### src/rtl/sudoku_link_pkg.sv
// -----------------------------------------------------------------------------
// sudoku_link_pkg
// Shared definitions for the multi-board Sudoku link controller.
//   STATE_W       width of the exported FSM state code
//   link_state_e  state codes IDLE..DONE (codes 5-7 are illegal)
//   winner_width  width of the winner field for a given peer count
// -----------------------------------------------------------------------------
package sudoku_link_pkg;

    localparam int STATE_W = 3;

    typedef enum logic [STATE_W-1:0] {
        ST_IDLE    = 3'd0,
        ST_CONNECT = 3'd1,
        ST_READY   = 3'd2,
        ST_GAME    = 3'd3,
        ST_DONE    = 3'd4
    } link_state_e;

    // Winner encodes 0 for the local board and i+1 for peer i.
    function automatic int winner_width(input int num_peers);
        return (num_peers < 1) ? 1 : $clog2(num_peers + 1);
    endfunction

endpackage

### src/rtl/sudoku_link_sync.sv
// -----------------------------------------------------------------------------
// sudoku_link_sync
// WIDTH-bit multi-flop synchroniser for asynchronous inter-board lines.
// Depth is STAGES, forced to at least 2.
// Ports:
//   clk    in   system clock
//   reset  in   asynchronous active-high reset, clears every stage to 0
//   din    in   WIDTH  raw asynchronous inputs
//   dout   out  WIDTH  synchronised outputs (last stage)
// -----------------------------------------------------------------------------
module sudoku_link_sync #(
    parameter int WIDTH  = 1,
    parameter int STAGES = 2
) (
    input  logic             clk,
    input  logic             reset,
    input  logic [WIDTH-1:0] din,
    output logic [WIDTH-1:0] dout
);

    localparam int DEPTH = (STAGES < 2) ? 2 : STAGES;

    logic [WIDTH-1:0] stage_q [DEPTH];

    always_ff @(posedge clk or posedge reset) begin
        if (reset) begin
            for (int i = 0; i < DEPTH; i++) begin
                stage_q[i] <= '0;
            end
        end else begin
            stage_q[0] <= din;
            for (int i = 1; i < DEPTH; i++) begin
                stage_q[i] <= stage_q[i-1];
            end
        end
    end

    assign dout = stage_q[DEPTH-1];

endmodule

### src/rtl/sudoku_link_ctrl.sv
// -----------------------------------------------------------------------------
// sudoku_link_ctrl
// Connect/start/finish handshake between this board and NUM_PEERS remote
// boards, with input synchronisation, link-loss detection, winner
// identification and an optional CONNECT timeout.
//
// Optional feature: define SUDOKU_LINK_TIMEOUT_EN to build the CONNECT
// timeout counter. Without it CONNECT waits indefinitely and link_lost is
// only set by a connect loss in READY/GAME.
//
// Ports:
//   clk, reset       clock, asynchronous active-high reset
//   connect_req      one-cycle pulse, connect button
//   start_req        one-cycle pulse, start button
//   return_req       one-cycle pulse, return button
//   local_finish     level, local puzzle solved
//   rx_connect/start/finish  [NUM_PEERS] raw lines from the peers
//   tx_connect/start/finish  lines driven to all peers
//   game_init        one-cycle pulse on entry to GAME
//   state            current FSM state code
//   connected_mask   synchronised rx_connect
//   winner           0 = local board, i+1 = peer i
//   link_lost        sticky: link dropped or CONNECT timed out
//
// Handshake: pulse inputs act only in the state that consumes them on the
// cycle they are high; they are never queued. All outputs are registered and
// change on the same edge as the state they belong to.
// -----------------------------------------------------------------------------
module sudoku_link_ctrl
    import sudoku_link_pkg::*;
#(
    parameter int NUM_PEERS      = 1,
    parameter int SYNC_STAGES    = 2,
    parameter int TIMEOUT_CYCLES = 100_000_000
) (
    input  logic                                 clk,
    input  logic                                 reset,
    input  logic                                 connect_req,
    input  logic                                 start_req,
    input  logic                                 return_req,
    input  logic                                 local_finish,
    input  logic [NUM_PEERS-1:0]                 rx_connect,
    input  logic [NUM_PEERS-1:0]                 rx_start,
    input  logic [NUM_PEERS-1:0]                 rx_finish,
    output logic                                 tx_connect,
    output logic                                 tx_start,
    output logic                                 tx_finish,
    output logic                                 game_init,
    output logic [STATE_W-1:0]                   state,
    output logic [NUM_PEERS-1:0]                 connected_mask,
    output logic [winner_width(NUM_PEERS)-1:0]   winner,
    output logic                                 link_lost
);

    localparam int WINNER_W = winner_width(NUM_PEERS);

    // ---------------------------------------------------------------------
    // Input synchronisation: one synchroniser on the packed rx bus
    // ---------------------------------------------------------------------
    logic [3*NUM_PEERS-1:0] rx_raw;
    logic [3*NUM_PEERS-1:0] rx_sync;
    logic [NUM_PEERS-1:0]   connect_sync;
    logic [NUM_PEERS-1:0]   start_sync;
    logic [NUM_PEERS-1:0]   finish_sync;

    assign rx_raw = {rx_finish, rx_start, rx_connect};

    sudoku_link_sync #(
        .WIDTH  (3*NUM_PEERS),
        .STAGES (SYNC_STAGES)
    ) u_sync (
        .clk   (clk),
        .reset (reset),
        .din   (rx_raw),
        .dout  (rx_sync)
    );

    assign connect_sync = rx_sync[NUM_PEERS-1:0];
    assign start_sync   = rx_sync[2*NUM_PEERS-1:NUM_PEERS];
    assign finish_sync  = rx_sync[3*NUM_PEERS-1:2*NUM_PEERS];

    logic all_connected;
    assign all_connected = &connect_sync;

    // Lowest-index finishing peer wins among simultaneous remote finishes;
    // scanning downwards lets the lowest index overwrite the others.
    logic [WINNER_W-1:0] remote_winner;
    always_comb begin
        remote_winner = '0;
        for (int i = NUM_PEERS - 1; i >= 0; i--) begin
            if (finish_sync[i]) begin
                remote_winner = WINNER_W'(i + 1);
            end
        end
    end

    // ---------------------------------------------------------------------
    // State and registered outputs
    // ---------------------------------------------------------------------
    link_state_e         state_q, state_n;
    logic                tx_connect_q, tx_connect_n;
    logic                tx_start_q,   tx_start_n;
    logic                tx_finish_q,  tx_finish_n;
    logic                game_init_q,  game_init_n;
    logic [WINNER_W-1:0] winner_q,     winner_n;
    logic                link_lost_q,  link_lost_n;
    logic                timeout_hit;

    // ---------------------------------------------------------------------
    // CONNECT timeout counter
    // ---------------------------------------------------------------------
`ifdef SUDOKU_LINK_TIMEOUT_EN
    localparam int                CNT_W    = $clog2(TIMEOUT_CYCLES + 1);
    localparam logic [CNT_W-1:0]  CNT_LAST = CNT_W'(TIMEOUT_CYCLES - 1);

    logic [CNT_W-1:0] timeout_cnt_q;

    // Counts cycles spent in CONNECT; held at zero elsewhere so every entry
    // starts a fresh window. Saturates at CNT_LAST instead of wrapping.
    always_ff @(posedge clk or posedge reset) begin
        if (reset) begin
            timeout_cnt_q <= '0;
        end else if (state_q != ST_CONNECT) begin
            timeout_cnt_q <= '0;
        end else if (timeout_cnt_q != CNT_LAST) begin
            timeout_cnt_q <= timeout_cnt_q + 1'b1;
        end
    end

    assign timeout_hit = (timeout_cnt_q == CNT_LAST);
`else
    // No counter in this build; the comparison keeps TIMEOUT_CYCLES referenced
    // so the parameter list is identical in both builds. It is constant 0.
    assign timeout_hit = 1'b0 && (TIMEOUT_CYCLES > 0);
`endif

    // State register and output registers
    always_ff @(posedge clk or posedge reset) begin
        if (reset) begin
            state_q      <= ST_IDLE;
            tx_connect_q <= 1'b0;
            tx_start_q   <= 1'b0;
            tx_finish_q  <= 1'b0;
            game_init_q  <= 1'b0;
            winner_q     <= '0;
            link_lost_q  <= 1'b0;
        end else begin
            state_q      <= state_n;
            tx_connect_q <= tx_connect_n;
            tx_start_q   <= tx_start_n;
            tx_finish_q  <= tx_finish_n;
            game_init_q  <= game_init_n;
            winner_q     <= winner_n;
            link_lost_q  <= link_lost_n;
        end
    end

    // Next-state logic
    always_comb begin
        state_n = state_q;
        case (state_q)
            ST_IDLE: begin
                if (connect_req) state_n = ST_CONNECT;
            end
            ST_CONNECT: begin
                if (return_req)         state_n = ST_IDLE;
                else if (all_connected) state_n = ST_READY;
                else if (timeout_hit)   state_n = ST_IDLE;
            end
            ST_READY: begin
                if (!all_connected)                 state_n = ST_IDLE;
                else if (start_req || |start_sync)  state_n = ST_GAME;
                else if (return_req)                state_n = ST_IDLE;
            end
            ST_GAME: begin
                if (local_finish || |finish_sync || !all_connected) state_n = ST_DONE;
                else if (return_req)                                state_n = ST_IDLE;
            end
            ST_DONE: begin
                if (return_req) state_n = ST_IDLE;
            end
            default: state_n = ST_IDLE;
        endcase
    end

    // Output logic: next values of the registered outputs
    always_comb begin
        tx_connect_n = (state_n != ST_IDLE);
        tx_start_n   = (state_n == ST_GAME) || (state_n == ST_DONE);
        game_init_n  = (state_q == ST_READY) && (state_n == ST_GAME);
        tx_finish_n  = 1'b0;
        winner_n     = '0;
        link_lost_n  = link_lost_q;
        case (state_q)
            ST_IDLE: begin
                if (connect_req) link_lost_n = 1'b0;
            end
            ST_CONNECT: begin
                if (!return_req && !all_connected && timeout_hit) link_lost_n = 1'b1;
            end
            ST_READY: begin
                if (!all_connected) link_lost_n = 1'b1;
            end
            ST_GAME: begin
                // Local finish beats a same-cycle remote finish.
                if (local_finish)        tx_finish_n = 1'b1;
                else if (|finish_sync)   winner_n    = remote_winner;
                else if (!all_connected) link_lost_n = 1'b1;
            end
            ST_DONE: begin
                // Hold the result until return; IDLE entry clears it.
                if (!return_req) begin
                    tx_finish_n = tx_finish_q;
                    winner_n    = winner_q;
                end
            end
            default: ;
        endcase
    end

    assign state          = state_q;
    assign tx_connect     = tx_connect_q;
    assign tx_start       = tx_start_q;
    assign tx_finish      = tx_finish_q;
    assign game_init      = game_init_q;
    assign winner         = winner_q;
    assign link_lost      = link_lost_q;
    assign connected_mask = connect_sync;

endmodule

### config.mk
export PLATFORM = sky130hd
export DESIGN_NAME = sudoku_link_ctrl
export DESIGN_NICKNAME = d
export VERILOG_FILES = /design/src/rtl/sudoku_link_pkg.sv /design/src/rtl/sudoku_link_sync.sv /design/src/rtl/sudoku_link_ctrl.sv
export SDC_FILE = /design/constraint.sdc
export NUM_CORES = 1
export LEC_CHECK = 0
export CORE_MARGIN = 1.5
export CORE_UTILIZATION = 25
export CTS_BUF_LIST = sky130_fd_sc_hd__clkbuf_4 sky130_fd_sc_hd__clkbuf_8 sky130_fd_sc_hd__clkbuf_16
export DETAILED_ROUTE_END_ITERATION = 10
export GPL_TIMING_DRIVEN = 0
export SKIP_CTS_REPAIR_TIMING = 1
export SYNTH_ARGS = -nofsm -noshare
export SYNTH_HDL_FRONTEND = slang
export SYNTH_SLANG_ARGS = --single-unit
export TNS_END_PERCENT = 1
### constraint.sdc
create_clock -name clk -period 2.3 [get_ports clk]
set_clock_uncertainty 0.05 [all_clocks]
set_input_delay 0.69 -clock clk [delete_from_list [all_inputs] [get_ports clk]]
set_output_delay 0.69 -clock clk [all_outputs]
set_load 0.02 [all_outputs]
# Word-level counts from Yosys, hierarchy flattened
# Cells that the tools add are included.
# word_totals
ff_bits	15
input_bits	9
elab_cells	48
# op_classes
eq_ne	10
mux	19
n_reduce_logical	10
# ops
cell	count
$mux W3	7
$pmux W3 S5	1
$eq A3 B2 Y1 const B	3
$mux W1	8
$ne A2 B2 Y1 const B	4
$eq A3 B3 Y1 const B	2
$reduce_bool A3 Y1	2
$logic_or A1 B1 Y1	4
$pmux W1 S2	2
$reduce_and A4 Y1	1
$eq A3 B1 Y1 const B	1
$logic_not A3 Y1	1
$pmux W1 S3	1
$logic_and A1 B1 Y1	1
$logic_not A1 Y1	1

# Depth between registers and ports, before layout
# Gate-level depths: netlist of run 1.
# depth
depth_word	6
ltp_mapped	5

# Modules after synthesis
# Synthesis of run 1 repeated with hierarchy kept, for this count alone.
# unflattened
cells_unflattened	53
hier_area_um2	619.3
# by_module_without_submodules
mod	instances	cells_each	area_each_um2	seq_area_each_um2
sudoku_link_ctrl	1	43	442.9	225.2
sudoku_link_sync	1	10	176.4	150.1

# Worst setup path after synthesis of run 1
# No wires, ideal clock.
# synth_timing
path_kind	input -> register
start	input local_finish
end	register tx_connect_q, in the netlist tx_connect
setup_ns	0.131
arrival_ns	1.535
t_required_ns	2.119
setup_slack_ns	0.584
cell_stages	4
path_buffers	0
cell_sequence	or3b_1 -> mux2i_1 -> a311o_1 -> or3_1
# synth_via
elab_chain_cells	5
# synth_lines
item	line	text
from (decl)	sudoku_link_ctrl.sv:41	input logic local_finish,
$logic_or A1 B1 Y1 (2 in a row)	sudoku_link_ctrl.sv:176	if (local_finish || |finish_sync || !all_connected) state_n = ST_DONE;
$mux W3	sudoku_link_ctrl.sv:176	
$pmux W3 S5	sudoku_link_ctrl.sv:161	case (state_q)
via state_n[0]	sudoku_link_ctrl.sv:100	link_state_e state_q, state_n;
$reduce_bool A3 Y1	sudoku_link_ctrl.sv:188	tx_connect_n = (state_n != ST_IDLE);
via tx_connect_n	sudoku_link_ctrl.sv:101	logic tx_connect_q, tx_connect_n;
to (signal assigned)	sudoku_link_ctrl.sv:149	tx_connect_q <= tx_connect_n;
to (decl)	sudoku_link_ctrl.sv:101	
# The timed path passes the listed nets, and every way through them passes these cells.
# A chain may end at the register's enable or synchronous reset.

# Final worst setup path of run 1
# layout_timing
start	register state_q[2], in the netlist state[2]
end	output state[2]
# layout_rtl
item	line	text
from (decl)	sudoku_link_ctrl.sv:100	
from (signal assigned)	sudoku_link_ctrl.sv:148	state_q <= state_n;
to (decl)	sudoku_link_ctrl.sv:49	output logic [STATE_W-1:0] state,
# No word-level cell between the ends.

==> results.cfg, run 1 <==
[run_status]
status = finished, final reports clean

[route]
first_pass_iters = 4
wl_per_cell_um = 10.7
viasPerCell = 4.57
route.detailed.drc = 0
antenna_violating_nets_post_route = 0
wirelength_um = 1030
vias = 439
drt_iter0_markers = 5

[critical_path]
critPathMaxStageDelay_ns = 0.64
ff2ff_setup_slack_ns = 0.68
endpoint_kind = output pin
critPathBufInv = 1
crit_arrival_ns = 1.38
path_delay_family = buffers and inverters
path_class = flip-flop to output pin
crit_fanout = 7
worst_setup_path_start_kind = flip-flop
cp.required_ns = 1.56
ff2ff_path_depth = 4
rr_startpoint = u_sync.dout[0]$_DFF_PP0_
r2r-end = tx_connect$_DFF_PP0_
crit_chain = clkdlybuf4s50_1
critPathSlowestCell = clkdlybuf4s50_1

[clock_tree]
cts.sinks = 15
cts_buffer_depth = 2
h-tree-depth = 1
cts_tree = done
cts-buffers-inserted = 3
path_clk_slew_ns = 0.08
root_buffer = clkbuf_4
insertion_delay_ns = 0.27

[power]
p_int_mw = 0.542
ir_drop_v = 0.000441
seq_power_share = 0.425
powerDensity_nw_per_um2 = 971
p_clk_frac = 0.191
power.switching_mw = 0.257
combinationalPowerShare = 0.383
swShare = 0.322
static-leakage-power_nw = 0.365

[grt]
grt_usage = 0.0917
antenna_found_initial = 0
grt_pass1_vias = 395
grt_first_pass_wirelength_um = 1660
grt.overflow.total = 0
grt_max_degree = 16

[final_layout]
multiInputGateArea_sq_um = 179
seq_area_sq_um = 375
final_common_cell = clkdlybuf4s50_1
mostFrequentLayoutCells = 18 x clkdlybuf4s50_1, 15 x dfrtp_1, 4 x nor2_1, 4 x clkbuf_4
fill_cells = 220
drive_gt1_frac = 0.118
area_growth_pct = 42.4
final_nets = 78
stdcell_count = 96
stdcell_area_sq_um = 823
diodes = 0

[hold_path]
min_path_cells = 0
hold-path-endpoint = u_sync.dout[2]$_DFF_PP0_
min-delay-start = u_sync.stage_q[5]$_DFF_PP0_
hp-class = flip-flop to flip-flop

[placed_design]
place_inst = 92
place_area_sq_um = 793
hpwlAfterDp_um = 769
gp_congestion = 0.752
port_buffers = 18

[floorplanning]
die-height_um = 51.1
die_area_sq_um = 2610
core_sq_um = 2190
design.portCount = 19
die_w_um = 51.1
start_util = 0.264
rows = 17

[synth]
synth-edff-count = 0
ys_types = 22
synth_top_flop_cell = dfrtp_1
synth_area_sq_um = 578
async_flop_share = 1.00
postSynthCellCount = 46
synth_fp_nets = 55
yosysWarningCount = 0
ys_seq_area_frac = 0.649
synth_seq_cells = 15
syn_avg_cell_area_sq_um = 12.6

[sta]
setup_violations = 0
rsz0062_at_grt = false
slew_violations = 0
finalHoldViolCount = 0
worst_pin_slew_ns = 0.532
final.min_clock_period_ns = 2.12
slew_headroom = 0.640
fmax_mhz = 471
period_share = 0.923

[job]
maxCapViolCount = 0
[per-stage QoR]
stage	setup TNS (ns)	utilization	hold slack (ns)	setup slack (ns)	power, mW
finish	0	0.376	0.305	0.178	0.799
global route	0	0.376	0.324	0.0728	0.860
CTS	0	0.376	0.307	0.161	0.815
detailed placement	-0.0938	0.362	0.287	-0.0938	0.655
global placement	-0.0764	0.362	0.283	-0.0764	0.653
floorplan	0	-	0.281	0.584	0.523
[cells by family after synthesis]
kind of cell,share of synthesized area
AOI/OAI and AO/OA,0.143
buffers and inverters,0.0411
DFF,0.649
muxes,0.0173
and+or+nand+nor,0.149
[power by group through the flow]
| stage | Combinational [mW] | Sequential (mW) | Clock [mW] |
|---|---|---|---|
| finish | 0.306 | 0.340 | 0.153 |
| global route | 0.331 | 0.349 | 0.180 |
| CTS | 0.310 | 0.342 | 0.163 |
| detailed placement | 0.309 | 0.346 | 0 |
| global placement | 0.307 | 0.346 | 0 |
| floorplan | 0.122 | 0.401 | 0 |
[cell usage after synthesis, types with 2 or more instances]
master | n | area (sq um)
dfrtp_1 | 15 | 375
nor2_1 | 4 | 15.0
inv_1 | 3 | 11.3
nand2b_1 | 3 | 18.8
a21oi_1 | 2 | 10.0
nand2_1 | 2 | 7.51
nor4b_1 | 2 | 17.5
[sequential cells by signal, summed over array words and instances, names as in the netlist]
register	flops
u_sync.dout	3
state	3
winner	1
tx_start	1
game_init	1
tx_connect	1
u_sync.stage_q	3
tx_finish	1
link_lost	1
[layout make-up]
cell class / instances / share of cell area
Tap cell: 28 / 0.0426
Timing Repair Buffer: 18 / 0.219
Multi-Input combinational cell: 26 / 0.217
Buffer: 2 / 0.0152
Inverter: 3 / 0.0137
Clock buffer: 4 / 0.0365
Sequential cell: 15 / 0.456
[worst max path at each step]
stage | from | end | depth (start not counted)
after floorplan | local_finish | tx_connect$_DFF_PP0_ | 4
after global placement | local_finish | tx_connect$_DFF_PP0_ | 5
after detailed placement | local_finish | tx_connect$_DFF_PP0_ | 5
after CTS | state[2]$_DFF_PP0_ | state[2] | 1
after global routing | state[2]$_DFF_PP0_ | state[2] | 1
final | state[2]$_DFF_PP0_ | state[2] | 1
[metal layers]
layer	share of wire	global-route usage	routed length, um	up-vias
met4	0.0098	0.0811	10	0
met2	0.47	0.134	478	13
met3	0.047	0.0263	48	2
met1	0.48	0.108	487	214
met5	0	0	0	-
li1	-	-	-	210
Note: power is estimated with default switching activity, not from simulation.
==> run 2: changes to the inputs <==
--- a/config.mk
+++ b/config.mk
@@ -8,8 +8,10 @@
 export CORE_MARGIN = 1.5
 export CORE_UTILIZATION = 25
 export CTS_BUF_LIST = sky130_fd_sc_hd__clkbuf_4 sky130_fd_sc_hd__clkbuf_8 sky130_fd_sc_hd__clkbuf_16
+export CTS_CLUSTER_DIAMETER = 200
 export DETAILED_ROUTE_END_ITERATION = 10
 export GPL_TIMING_DRIVEN = 0
+export SETUP_SLACK_MARGIN = 0.4
 export SKIP_CTS_REPAIR_TIMING = 1
 export SYNTH_ARGS = -nofsm -noshare
 export SYNTH_HDL_FRONTEND = slang
==> run 2 against run 1 <==
Fmax up 0.63%; total power about the same; setup slack gained 0.013 ns; die area is the same; design area up 0.30%; core utilization increased by 0.11 points; global-route usage stayed put; hold slack did not move; via count is the same; flip-flop and latch count is the same; routed wire length about the same; critical path depth is 4 higher.
==> results.cfg, run 2 (synthesis gave the netlist of run 1 again) <==
[run_status]
status = finished, final reports clean

[floorplanning]
start_util = 0.264
rows = 17
die-height_um = 51.1
design.portCount = 19
die_area_sq_um = 2610
core_sq_um = 2190
die_w_um = 51.1

[final_layout]
final_nets = 78
seq_area_sq_um = 375
area_growth_pct = 42.9
diodes = 0
final_common_cell = clkdlybuf4s50_1
multiInputGateArea_sq_um = 179
fill_cells = 220
mostFrequentLayoutCells = 17 x clkdlybuf4s50_1, 15 x dfrtp_1, 4 x nor2_1, 4 x clkbuf_4
stdcell_count = 96
drive_gt1_frac = 0.118

[sta]
fmax_mhz = 474
period_share = 0.917
worst_pin_slew_ns = 0.532
slew_headroom = 0.640
fin_ws_ns = 0.191
rsz0062_at_grt = true
setup_violations = 0
slew_violations = 0
final.min_clock_period_ns = 2.11
finalHoldViolCount = 0

[route]
vias = 439
drt_iter0_markers = 5
route.detailed.drc = 0
wl_per_cell_um = 10.7
viasPerCell = 4.57
first_pass_iters = 4
wirelength_um = 1030
antenna_violating_nets_post_route = 0

[critical_path]
critPathLaunch = local_finish
path_delay_family = buffers and inverters
critPathMaxStageDelay_ns = 0.56
cp.required_ns = 2.40
worst_setup_path_start_kind = input pin
crit_fanout = 5
path_class = input pin to flip-flop
crit_chain = clkdlybuf4s50_1 > or3b_1 > mux2i_1 > a311o_1 > or3_1
endpoint_kind = flip-flop
crit_arrival_ns = 2.21
rr_startpoint = u_sync.dout[0]$_DFF_PP0_
critPathBufInv = 1
critPathSlowestCell = clkdlybuf4s50_1

[placed_design]
port_buffers = 18
gp_congestion = 0.752
place_inst = 92
hpwlAfterDp_um = 769
dpl_worst_slack_ns = -0.0938

[clock_tree]
cts-buffers-inserted = 3
cts_tree = done
cts.sinks = 15
root_buffer = clkbuf_4
cts_buffer_depth = 2
h-tree-depth = 1
path_clk_slew_ns = 0.08
insertion_delay_ns = 0.27

[grt]
antenna_found_initial = 0
grt_first_pass_wirelength_um = 1660
grt_pass1_vias = 395
grt_max_degree = 16
grt_usage = 0.0917
grt.overflow.total = 0

[power]
static-leakage-power_nw = 0.383
powerDensity_nw_per_um2 = 967
ir_drop_v = 0.000441
power_mw = 0.799

[hold_path]
hp-class = flip-flop to flip-flop
min-delay-start = u_sync.stage_q[5]$_DFF_PP0_

[job]
maxCapViolCount = 0
## run 2: cell types whose count changed in the layout (fill, tap and decap cells not counted), sizes merged
cell,previous run,this run
clkdlybuf4s50,18,17
dlymetal6s2s,0,1
## run 2: through the flow
step	TNS, ns	instance area, sq um	utilization	hold slack [ns]
CTS	0	823	0.376	0.307
detailed placement	-0.0938	793	0.362	0.287
global placement	-0.0764	793	0.362	0.283
global route	0	826	0.377	0.324
finish	0	826	0.377	0.305
floorplan	0	578	-	0.281
## run 2: final cells by class
cell class                      instances  area share
Buffer                                  2      0.0152
Clock buffer                            4      0.0364
Inverter                                3      0.0136
Multi-Input combinational cell         26       0.217
Sequential cell                        15       0.455
Tap cell                               28      0.0424
Timing Repair Buffer                   18       0.221
## run 2: path summary, 6_finish.rpt
path	slack, ns	depth (start not counted)	endpoint
worst max register to register	0.68	4	tx_connect$_DFF_PP0_
min in group asynchronous	0.70	2	u_sync.stage_q[5]$_DFF_PP0_
worst min register to register	0.30	0	u_sync.dout[2]$_DFF_PP0_
worst max-delay path	0.19	5	tx_connect$_DFF_PP0_
max in group asynchronous	1.14	2	game_init$_DFF_PP0_
worst min-delay path	0.30	0	u_sync.dout[2]$_DFF_PP0_
## run 2: where the power goes
part | total [mW] | switching, mW | internal (mW) | leakage (nW)
Sequential | 0.340 | 0.0264 | 0.314 | 0.189
Combinational | 0.306 | 0.157 | 0.149 | 0.176
Clock | 0.153 | 0.0740 | 0.0789 | 0.0184
Total | 0.799 | 0.257 | 0.542 | 0.383
## run 2: metal layers
layer  global-route usage  vias up  part of all wire
met5                    0        -                 0
met4               0.0811        0            0.0097
met3               0.0263        2             0.050
met2                0.134       13              0.47
met1                0.108      214              0.47
li1                     -      210                 -
==> run 3: changes to the inputs <==
--- a/config.mk
+++ b/config.mk
@@ -8,7 +8,7 @@
 export CORE_MARGIN = 1.5
 export CORE_UTILIZATION = 25
 export CTS_BUF_LIST = sky130_fd_sc_hd__clkbuf_4 sky130_fd_sc_hd__clkbuf_8 sky130_fd_sc_hd__clkbuf_16
-export CTS_CLUSTER_DIAMETER = 200
+export CTS_CLUSTER_DIAMETER = 100
 export DETAILED_ROUTE_END_ITERATION = 10
 export GPL_TIMING_DRIVEN = 0
 export SETUP_SLACK_MARGIN = 0.4
==> results of run 3 <==
No change in the layout: final DEF, timing and power equal those of run 2.
